File: src/rtl/paddle_unit.sv
// rtl/paddle_unit.sv - paddle position/width state with animated resize and pixel generator
module paddle_unit #(
    parameter int          PD_H    = 8,
    parameter int          LEFT    = 160,
    parameter int          MAXX    = 320,
    parameter int          STEP    = 4,
    parameter int          R_MIN   = 8,
    parameter int          R_MAX   = 32,
    parameter int          R_INIT  = 16,
    parameter int          R_DELTA = 8,
    parameter logic [3:0]  COLOR   = 4'b1010
) (
    input  logic        clk,
    input  logic        rst_n,
    input  logic        frame_tick,
    input  logic        move_left,
    input  logic        move_right,
    input  logic        grow,
    input  logic        shrink,
    input  logic [9:0]  y,
    input  logic [11:0] hcounter,
    input  logic [10:0] vcounter,
    output logic [9:0]  x,
    output logic [5:0]  radius,
    output logic        busy,
    output logic [3:0]  out
);

    typedef enum logic [1:0] {IDLE, GROW, SHRINK} state_t;

    localparam logic [12:0] LEFT_W  = 13'(LEFT);
    localparam logic [12:0] RIGHT_W = 13'(LEFT + MAXX);
    localparam logic [12:0] STEP_W  = 13'(STEP);
    localparam logic [9:0]  X_RST   = 10'(LEFT + MAXX / 2);
    localparam logic [5:0]  R_RST   = 6'(R_INIT);
    localparam logic [6:0]  RMIN_W  = 7'(R_MIN);
    localparam logic [6:0]  RMAX_W  = 7'(R_MAX);
    localparam logic [6:0]  RDEL_W  = 7'(R_DELTA);
    localparam logic [11:0] PDH_W   = 12'(PD_H);

    state_t      state_q, state_d;
    logic [5:0]  target_q, target_d;
    logic [5:0]  radius_q, radius_d;
    logic [9:0]  x_q, x_d;
    logic [3:0]  out_q, out_d;

    logic [6:0]  sum7, dif7, t_up, t_dn;
    logic [12:0] x13, xm, lo, hi;
    logic [11:0] x12, r12, xlo, xhi, y12, ylo, yhi, vc12;

    always_comb begin
        state_d  = state_q;
        target_d = target_q;
        radius_d = radius_q;

        sum7 = {1'b0, radius_q} + RDEL_W;
        t_up = (sum7 > RMAX_W) ? RMAX_W : sum7;
        dif7 = ({1'b0, radius_q} >= RDEL_W) ? ({1'b0, radius_q} - RDEL_W) : 7'd0;
        t_dn = (dif7 < RMIN_W) ? RMIN_W : dif7;

        case (state_q)
            IDLE: begin
                if (grow && !shrink && (t_up > {1'b0, radius_q})) begin
                    state_d  = GROW;
                    target_d = t_up[5:0];
                end else if (shrink && !grow && (t_dn < {1'b0, radius_q})) begin
                    state_d  = SHRINK;
                    target_d = t_dn[5:0];
                end
            end
            GROW, SHRINK: begin
                if (frame_tick) begin
                    radius_d = (state_q == GROW) ? radius_q + 6'd1 : radius_q - 6'd1;
                    if (radius_d == target_q) state_d = IDLE;
                end
            end
            default: state_d = IDLE;
        endcase

        // Clamp uses the radius committed on this same tick, so growth at a wall pushes inward.
        x13 = {3'b000, x_q};
        xm  = x13;
        if (move_right && !move_left)
            xm = x13 + STEP_W;
        else if (move_left && !move_right)
            xm = (x13 >= STEP_W) ? (x13 - STEP_W) : 13'd0;
        lo = LEFT_W + {7'd0, radius_d};
        hi = RIGHT_W - {7'd0, radius_d};
        if (xm < lo)
            xm = lo;
        else if (xm > hi)
            xm = hi;
        x_d = frame_tick ? xm[9:0] : x_q;

        x12  = {2'b00, x_q};
        r12  = {6'd0, radius_q};
        xlo  = (x12 >= r12) ? (x12 - r12) : 12'd0;
        xhi  = x12 + r12;
        y12  = {2'b00, y};
        ylo  = (y12 >= PDH_W) ? (y12 - PDH_W) : 12'd0;
        yhi  = y12 + PDH_W;
        vc12 = {1'b0, vcounter};
        out_d = ((hcounter >= xlo) && (hcounter < xhi) && (vc12 >= ylo) && (vc12 < yhi))
                ? COLOR : 4'b0000;
    end

    always_ff @(posedge clk or negedge rst_n) begin
        if (!rst_n) begin
            state_q  <= IDLE;
            target_q <= R_RST;
            radius_q <= R_RST;
            x_q      <= X_RST;
            out_q    <= 4'b0000;
        end else begin
            state_q  <= state_d;
            target_q <= target_d;
            radius_q <= radius_d;
            x_q      <= x_d;
            out_q    <= out_d;
        end
    end

    assign x      = x_q;
    assign radius = radius_q;
    assign busy   = (state_q != IDLE);
    assign out    = out_q;

endmodule
File: config.mk
export PLATFORM = sky130hd
export DESIGN_NAME = paddle_unit
export DESIGN_NICKNAME = d
export VERILOG_FILES = /design/src/rtl/paddle_unit.sv
export SDC_FILE = /design/constraint.sdc
export NUM_CORES = 1
export LEC_CHECK = 0
export CORE_ASPECT_RATIO = 1.1
export CORE_MARGIN = 2
export CORE_UTILIZATION = 58
export CTS_CLUSTER_DIAMETER = 30
export DETAILED_ROUTE_END_ITERATION = 8
export GPL_TIMING_DRIVEN = 0
export PLACE_DENSITY = 0.89
export SYNTH_ARGS = -nofsm -noshare
export SYNTH_HDL_FRONTEND = slang
export SYNTH_SLANG_ARGS = --single-unit
File: constraint.sdc
create_clock -name clk -period 4.5 [get_ports clk]
set_input_delay 0.45 -clock clk [delete_from_list [all_inputs] [get_ports clk]]
set_output_delay 0.45 -clock clk [all_outputs]
set_load 0.05 [all_outputs]
==> key figures, run 1 <==
Status
  • Status: finished, final reports clean

Floorplan
  • Core area: 0.00778 mm^2
  • Die X: 88.8 um
  • FP Rows: 34
  • # IOs: 61
  • Starting Density: 59.0%
  • Die area: 0.00864 mm^2
  • Die extent in y: 97.3 um

Worst setup path
  • FF-to-FF path depth: 18
  • Reg2reg end: x[4]
  • Worst setup path category: register to register
  • Launch point of the worst reg-to-reg path: state_q[1]
  • Critical path capture point type: register
  • Startpoint Class: register
  • Arrival time of the worst setup path: 4.54 ns
  • Crit path required time: 4.68 ns
  • Crit path max fanout: 5
  • Reg-to-reg setup timing slack: 0.14 ns

Synth
  • Seq/Total Area, Yosys: 13.7%
  • Mapped Cells: 561
  • Synth async-reset ratio: 100%
  • Flops & latches, synth: 25
  • Ys flop type: dfrtp_1
  • Post-Syn Area per Cell: 8.18 um^2
  • Syn Std Cell Area: 0.00459 mm^2
  • Synth unique cells: 77
  • Yosys warning total: 0
  • EDFF count, synth: 0

STA
  • Fmax: 0.230 GHz
  • Final min period: 4.36 ns
  • Max Slew Vio Count: 0
  • Tcrit/Tclk final: 96.8%
  • Slew margin rel.: 22.6%
  • Final setup viols: 0
  • Hold Violations, Final: 0
  • RSZ-0062 raised after global routing: yes
  • Worst setup margin: 0.145 ns
  • Slew @ Worst Pin: 1.16 ns
  • Clk_skew: 0.00690 ns
  • Setup_tns: 0 ns

Global route
  • GR Overflow Total: 0
  • Pin count of the biggest net entering global routing: 26
  • Total GRT Usage: 27.3%
  • Vias in the first global route: 4,444
  • First-pass GRT wire length: 19,500 um
  • Antenna violations before repair: 0

Clock network
  • Clock tree buffer depth: 2
  • CTS root buf: clkbuf_8
  • TritonCTS clock tree: done
  • H-tree levels: 1
  • Cts hold-fix bufs: 0
  • Worst-Skew Late Latency: 0.27 ns
  • CTS sink count: 25
  • Clock-pin slew on the worst setup and hold paths: 0.10 ns
  • Total CTS buffers: 3

Run
  • Max_cap viols: 0

Placement
  • DP HPWL: 9680 um
  • Pre-CTS setup slack: -0.143 ns
  • PortBufs: 56
  • RD Place Congestion: 0.899

Worst hold path
  • Hold/Removal Path Class: register to register
  • Hold_sp: target_q[5]
  • Hold Path Depth: 1
  • Hold Path End: target_q[5]

Cells and area
  • Inserted Diodes: 0
  • P&R area growth vs syn: 19.1%
  • Fraction of layout cells with a size suffix above 1: 10.4%
  • Most common cell after layout, fill and taps aside: ha_1
  • Nets@finish: 756
  • Commonest cells after routing, fill and taps aside: ha_1, clkdlybuf4s50_1, nand2_1

Route
  • Drt first pass iters: 5
  • Initial drt markers: 227
  • Post-route ant nets: 0
  • Avg WL per Cell: 16.6 um
  • Routed WL: 12,200 um
  • Total number of vias: 4,547
  • Drt drc: 0
  • Vias per inst: 6.19

Pwr
  • Leakage: 0.00246 uW
  • Power Density: 783 mW/mm^2
  • Peak supply drop: 556 uV
[sequential cells by signal, indices dropped and copies added (netlist names)]
signal,cells
x,10
state_q,2
radius,6
out,1
target_q,6
[metal layers]
| layer | track usage (%) | wire length [um] | vias up |
|---|---|---|---|
| met4 | 6.88 | 297 | 0 |
| met3 | 2.55 | 559 | 32 |
| met5 | 0 | 0 | - |
| met2 | 50.6 | 6400 | 154 |
| met1 | 32.6 | 4940 | 2172 |
| li1 | - | - | 2189 |
[layout make-up]
cell class,count,area [um^2]
Multi-Input combinational cell,473,3790
Fill cell,623,2320
Sequential cell,25,633
Timing Repair Buffer,60,591
Inverter,44,173
Buffer,20,101
Clock buffer,3,41.3
Tap cell,108,135
Clock inverter,1,7.51
[synth_stat cells (all sizes together), types with 4 or more instances]
library cell  instances  area [um^2]
ha                   86         1080
inv                  44          165
nand2                41          154
nor2                 35          131
a21oi                25          125
o21ai                25          125
nand3                22          110
dfrtp                21          526
xor2                 21          184
xnor2                17          149
clkbuf               13         50.0
a21o                 12         90.1
a31oi                12         75.1
nor3                 12         60.1
nor2b                10         62.6
o21a                 10         75.1
mux2i                 9         93.8
nand2b                9         63.8
and2                  8         50.1
nor4                  8         71.3
o211ai                8         60.1
or2                   8         50.1
buf                   7         51.3
mux2                  7         78.8
nand4                 7         50.1
and3                  6         37.5
a211o                 5         43.8
a22o                  4         35.0
dfstp                 4          105
nor3b                 4         40.0
o21bai                4         30.0
o22ai                 4         25.0
[logic make-up (layout without fill, tap and decap cells)]
group                      count (synthesis)  after routing  synth area share (%)
AOI/OAI and AO/OA                        142            142                  22.2
xor gates and xnor gates                  39             39                  7.74
muxes                                     16             16                  3.76
adders and majority gates                 89             89                  24.7
and+or+nand+nor                          185            185                  21.9
buffers and inverters                     64            128                  5.81
other                                      1              2                0.0817
DFF                                       25             25                  13.7
[power by group]
group	total (uW)	leakage (uW)	switching (uW)	internal, uW
registers	501	0.000297	168	333
logic	3640	0.00214	2080	1560
clock network	138	0.0000217	75.4	62.8
total	4280	0.00246	2330	1960
[worst max-delay path, cell delays in order, from the launching register on]
cell	delay, ns
dfrtp_1	0.40
inv_2	0.09
ha_4	0.17
clkinvlp_4	0.19
ha_4	0.27
a211o_1	0.30
a2111o_1	0.40
nand4_1	0.15
xnor2_2	0.20
inv_2	0.09
nor4_1	0.33
or2_2	0.18
ha_1	0.23
o21a_1	0.18
o22ai_1	0.13
nor2_1	0.12
a31o_2	0.31
a211o_1	0.31
o31ai_1	0.20
[timing repair]
| item | CTS | global route |
|---|---|---|
| pin swaps | 0 | 1 |
| gates resized for setup | 3 | 16 |
| endpoints found under the setup margin | 5 | 8 |
| setup buffers | 0 | 4 |
| cloned | 0 | 0 |
[worst max path at each step]
stage | from | to | slack, ns | cells past startpoint
2_1_floorplan | radius[1] | out[1] | 0.26 | 17
3_3_place_gp | state_q[1] | x[5] | 0.02 | 19
3_5_place_dp | state_q[1] | x[5] | -0.14 | 19
4_1_cts | state_q[1] | x[4] | 0.02 | 18
5_1_grt | state_q[1] | x[4] | -0.04 | 18
6_report | state_q[1] | x[4] | 0.14 | 18
[per-stage QoR]
step	utilization (%)	power [uW]	std cells	hold WS (ns)	instance area, um^2
after floorplan	-	3090	562	0.154	4590
after global placement	68.0	3750	726	0.509	5290
after detailed placement	68.0	3920	726	0.518	5290
after CTS	68.8	4100	730	0.538	5360
after global routing	70.3	4690	734	0.557	5470
final	70.3	4280	734	0.533	5470
No activity file was read; power rests on OpenSTA's default activity.
==> run 2: changes to the inputs <==
- CORE_ASPECT_RATIO: 1.1 -> 0.8
- CTS_BUF_LIST: unset -> sky130_fd_sc_hd__clkbuf_8
==> run 2 against run 1 <==
Compared with the run above:
- total power is 1.8% higher
- clock power hardly changed
- highest routed layer unchanged
- critical endpoint unchanged
- worst setup slack worse by 0.0076 ns
- final area is 0.46% lower
- maximum frequency is 0.18% lower
- sequential power is 1% higher
==> key figures, run 2 (synthesis results as in run 1) <==
Status
  • Status: finished, final reports clean

Worst hold path
  • Hold/Removal Path Class: register to register
  • Hold_sp: target_q[1]

Clock network
  • Worst-Skew Late Latency: 0.28 ns (about the same)
  • Cts hold-fix bufs: 0 (unchanged)
  • CTS sink count: 25 (unchanged)
  • H-tree levels: 1 (unchanged)
  • TritonCTS clock tree: done
  • Total CTS buffers: 3 (unchanged)
  • Clock-pin slew on the worst setup and hold paths: 0.09 ns (about the same)
  • CTS root buf: clkbuf_8
  • Clock tree buffer depth: 2 (unchanged)

Route
  • Initial drt markers: 446 (+96%)
  • Vias per inst: 6.34 (+2.3%)
  • Avg WL per Cell: 17.5 um (+5.0%)
  • Routed WL: 12,800 um (+4.7%)
  • Drt first pass iters: 6 (+1)
  • Drt drc: 0 (unchanged)
  • Post-route ant nets: 0 (unchanged)
  • Total number of vias: 4,641 (+2.1%)

STA
  • Max Slew Vio Count: 0 (unchanged)
  • Slew @ Worst Pin: 1.19 ns (+0.0286 ns)
  • Clk_skew: 0.00399 ns (-0.00291 ns)
  • Fmax: 0.229 GHz (-0.18%)
  • Slew margin rel.: 20.7% (-1.9 points)
  • Tcrit/Tclk final: 97.0% (+0.17 points)
  • Final setup viols: 0 (unchanged)
  • RSZ-0062 raised after global routing: yes
  • Final min period: 4.36 ns (+0.00763 ns)
  • Hold Violations, Final: 0 (unchanged)
  • Worst setup margin: 0.137 ns (-0.00763 ns)

Worst setup path
  • Crit path required time: 4.69 ns (about the same)
  • Arrival time of the worst setup path: 4.55 ns (about the same)
  • Critical path capture point type: register
  • Worst-path cell chain: ha_4 > inv_1 > ha_1 > nor2b_1 > o21a_1 > or4b_2 > nand3_4 > nor4_1 > or2_2 > ha_1 > nor3_1 > o21ai_0 > a21oi_1 > nor2_2 > a31o_2 > a211o_1 > o31ai_2
  • Crit path max fanout: 7 (+2)
  • Slowest CP cell: or4b_2
  • Startpoint Class: register
  • Launch point of the critical path: state_q[0]
  • Reg-to-reg setup timing slack: 0.14 ns (about the same)
  • CP Buf/Inv Count: 1 (-2)
  • Worst setup path category: register to register
  • Crit path max-delay family: simple AND/OR/NAND/NOR gates
  • Max stage delay on crit path: 0.66 ns (+0.26 ns)
  • Cell mode on critical path: ha_1
  • Launch point of the worst reg-to-reg path: state_q[0]

Cells and area
  • Fraction of layout cells with a size suffix above 1: 10.0% (-0.34 points)
  • Nets@finish: 757 (+0.13%)
  • P&R area growth vs syn: 18.6%
  • Most common cell after layout, fill and taps aside: ha_1
  • Inserted Diodes: 0 (unchanged)
  • Post-route cell area: 0.00544 mm^2 (-0.46%)
  • Commonest cells after routing, fill and taps aside: ha_1, clkdlybuf4s50_1, inv_1
  • Largest register FFs: 10 (unchanged)

Placement
  • RD Place Congestion: 0.966 (+7.4%)
  • Pre-CTS setup slack: -0.237 ns (-0.0934 ns)
  • DP HPWL: 10,100 um (+4.5%)
  • Area after DPL: 0.00529 mm^2 (about the same)
  • PortBufs: 56 (unchanged)

Global route
  • Antenna violations before repair: 0 (unchanged)
  • First-pass GRT wire length: 20,600 um (+5.9%)
  • Vias in the first global route: 4,461 (+0.38%)
  • Total GRT Usage: 29.2% (+2.0 points)
  • Pin count of the biggest net entering global routing: 26 (unchanged)
  • GR Overflow Total: 0 (unchanged)

Run
  • Max_cap viols: 0 (unchanged)

Floorplan
  • FP Rows: 28 (-18%)
  • Starting Density: 60.9% (+2.0 points)
  • Die extent in y: 83.6 um (-14%)
  • Die area: 0.00865 mm^2 (about the same)
  • # IOs: 61 (unchanged)
  • Core area: 0.00753 mm^2 (-3.2%)
  • Die X: 103 um (+16%)

Pwr
  • Power Density: 802 mW/mm^2 (+2.3%)
  • Leakage: 0.00248 uW (+0.74%)
  • Peak supply drop: 661 uV (+19%)
[run 2: worst paths after layout]
path	depth (start not counted)	end
worst max-delay path	17	x[4]
worst min-delay path	1	target_q[1]
worst max register to register	17	x[4]
worst min register to register	1	target_q[1]
max in group asynchronous	1	radius[1]
min in group asynchronous	1	target_q[3]
[run 2: area by class of cell]
type / count / area (um^2)
buffer: 19 / 97.6
timing repair buffer: 62 / 606
clock inverter: 1 / 5.00
inverter: 44 / 169
multi-input combinational: 473 / 3760
fill: 569 / 2090
clock buffer: 3 / 41.3
tap: 105 / 131
sequential: 25 / 632
[run 2: what timing repair did]
item                                    in CTS  in global routing
endpoints found under the setup margin       7                  8
pin swaps                                    1                  2
cloned                                       0                  0
buffers inserted                             2                  4
resized for setup                            6                 11
[run 2: metrics by stage]
stage	setup TNS (ns)	cells	utilization [%]	total power [uW]	hold WS, ns
floorplan	0	562	-	3090	0.154
global placement	-0.0260	723	70.2	3770	0.513
detailed placement	-1.04	723	70.2	3970	0.524
CTS	0	729	71.4	4170	0.545
global route	-0.141	732	72.3	4760	0.566
finish	0	732	72.3	4360	0.548
[run 2: layer usage]
metal	global-route usage [%]	vias up	wire (um)
met5	0	-	0
met4	7.89	0	208
met1	39.5	2177	5600
li1	-	2197	-
met3	4.19	33	972
met2	48.2	234	6000
[run 2: report_power, final]
part	internal, uW	leakage, uW	total (uW)	switching, uW
clock	62.2	0.0000255	139	77.2
sequential	332	0.000298	507	175
combinational	1570	0.00216	3720	2140
==> run 3: changes to the inputs <==
- CTS_CLUSTER_SIZE: unset -> 28
==> results of run 3 <==
No change in the layout: final DEF, timing and power equal those of run 2.
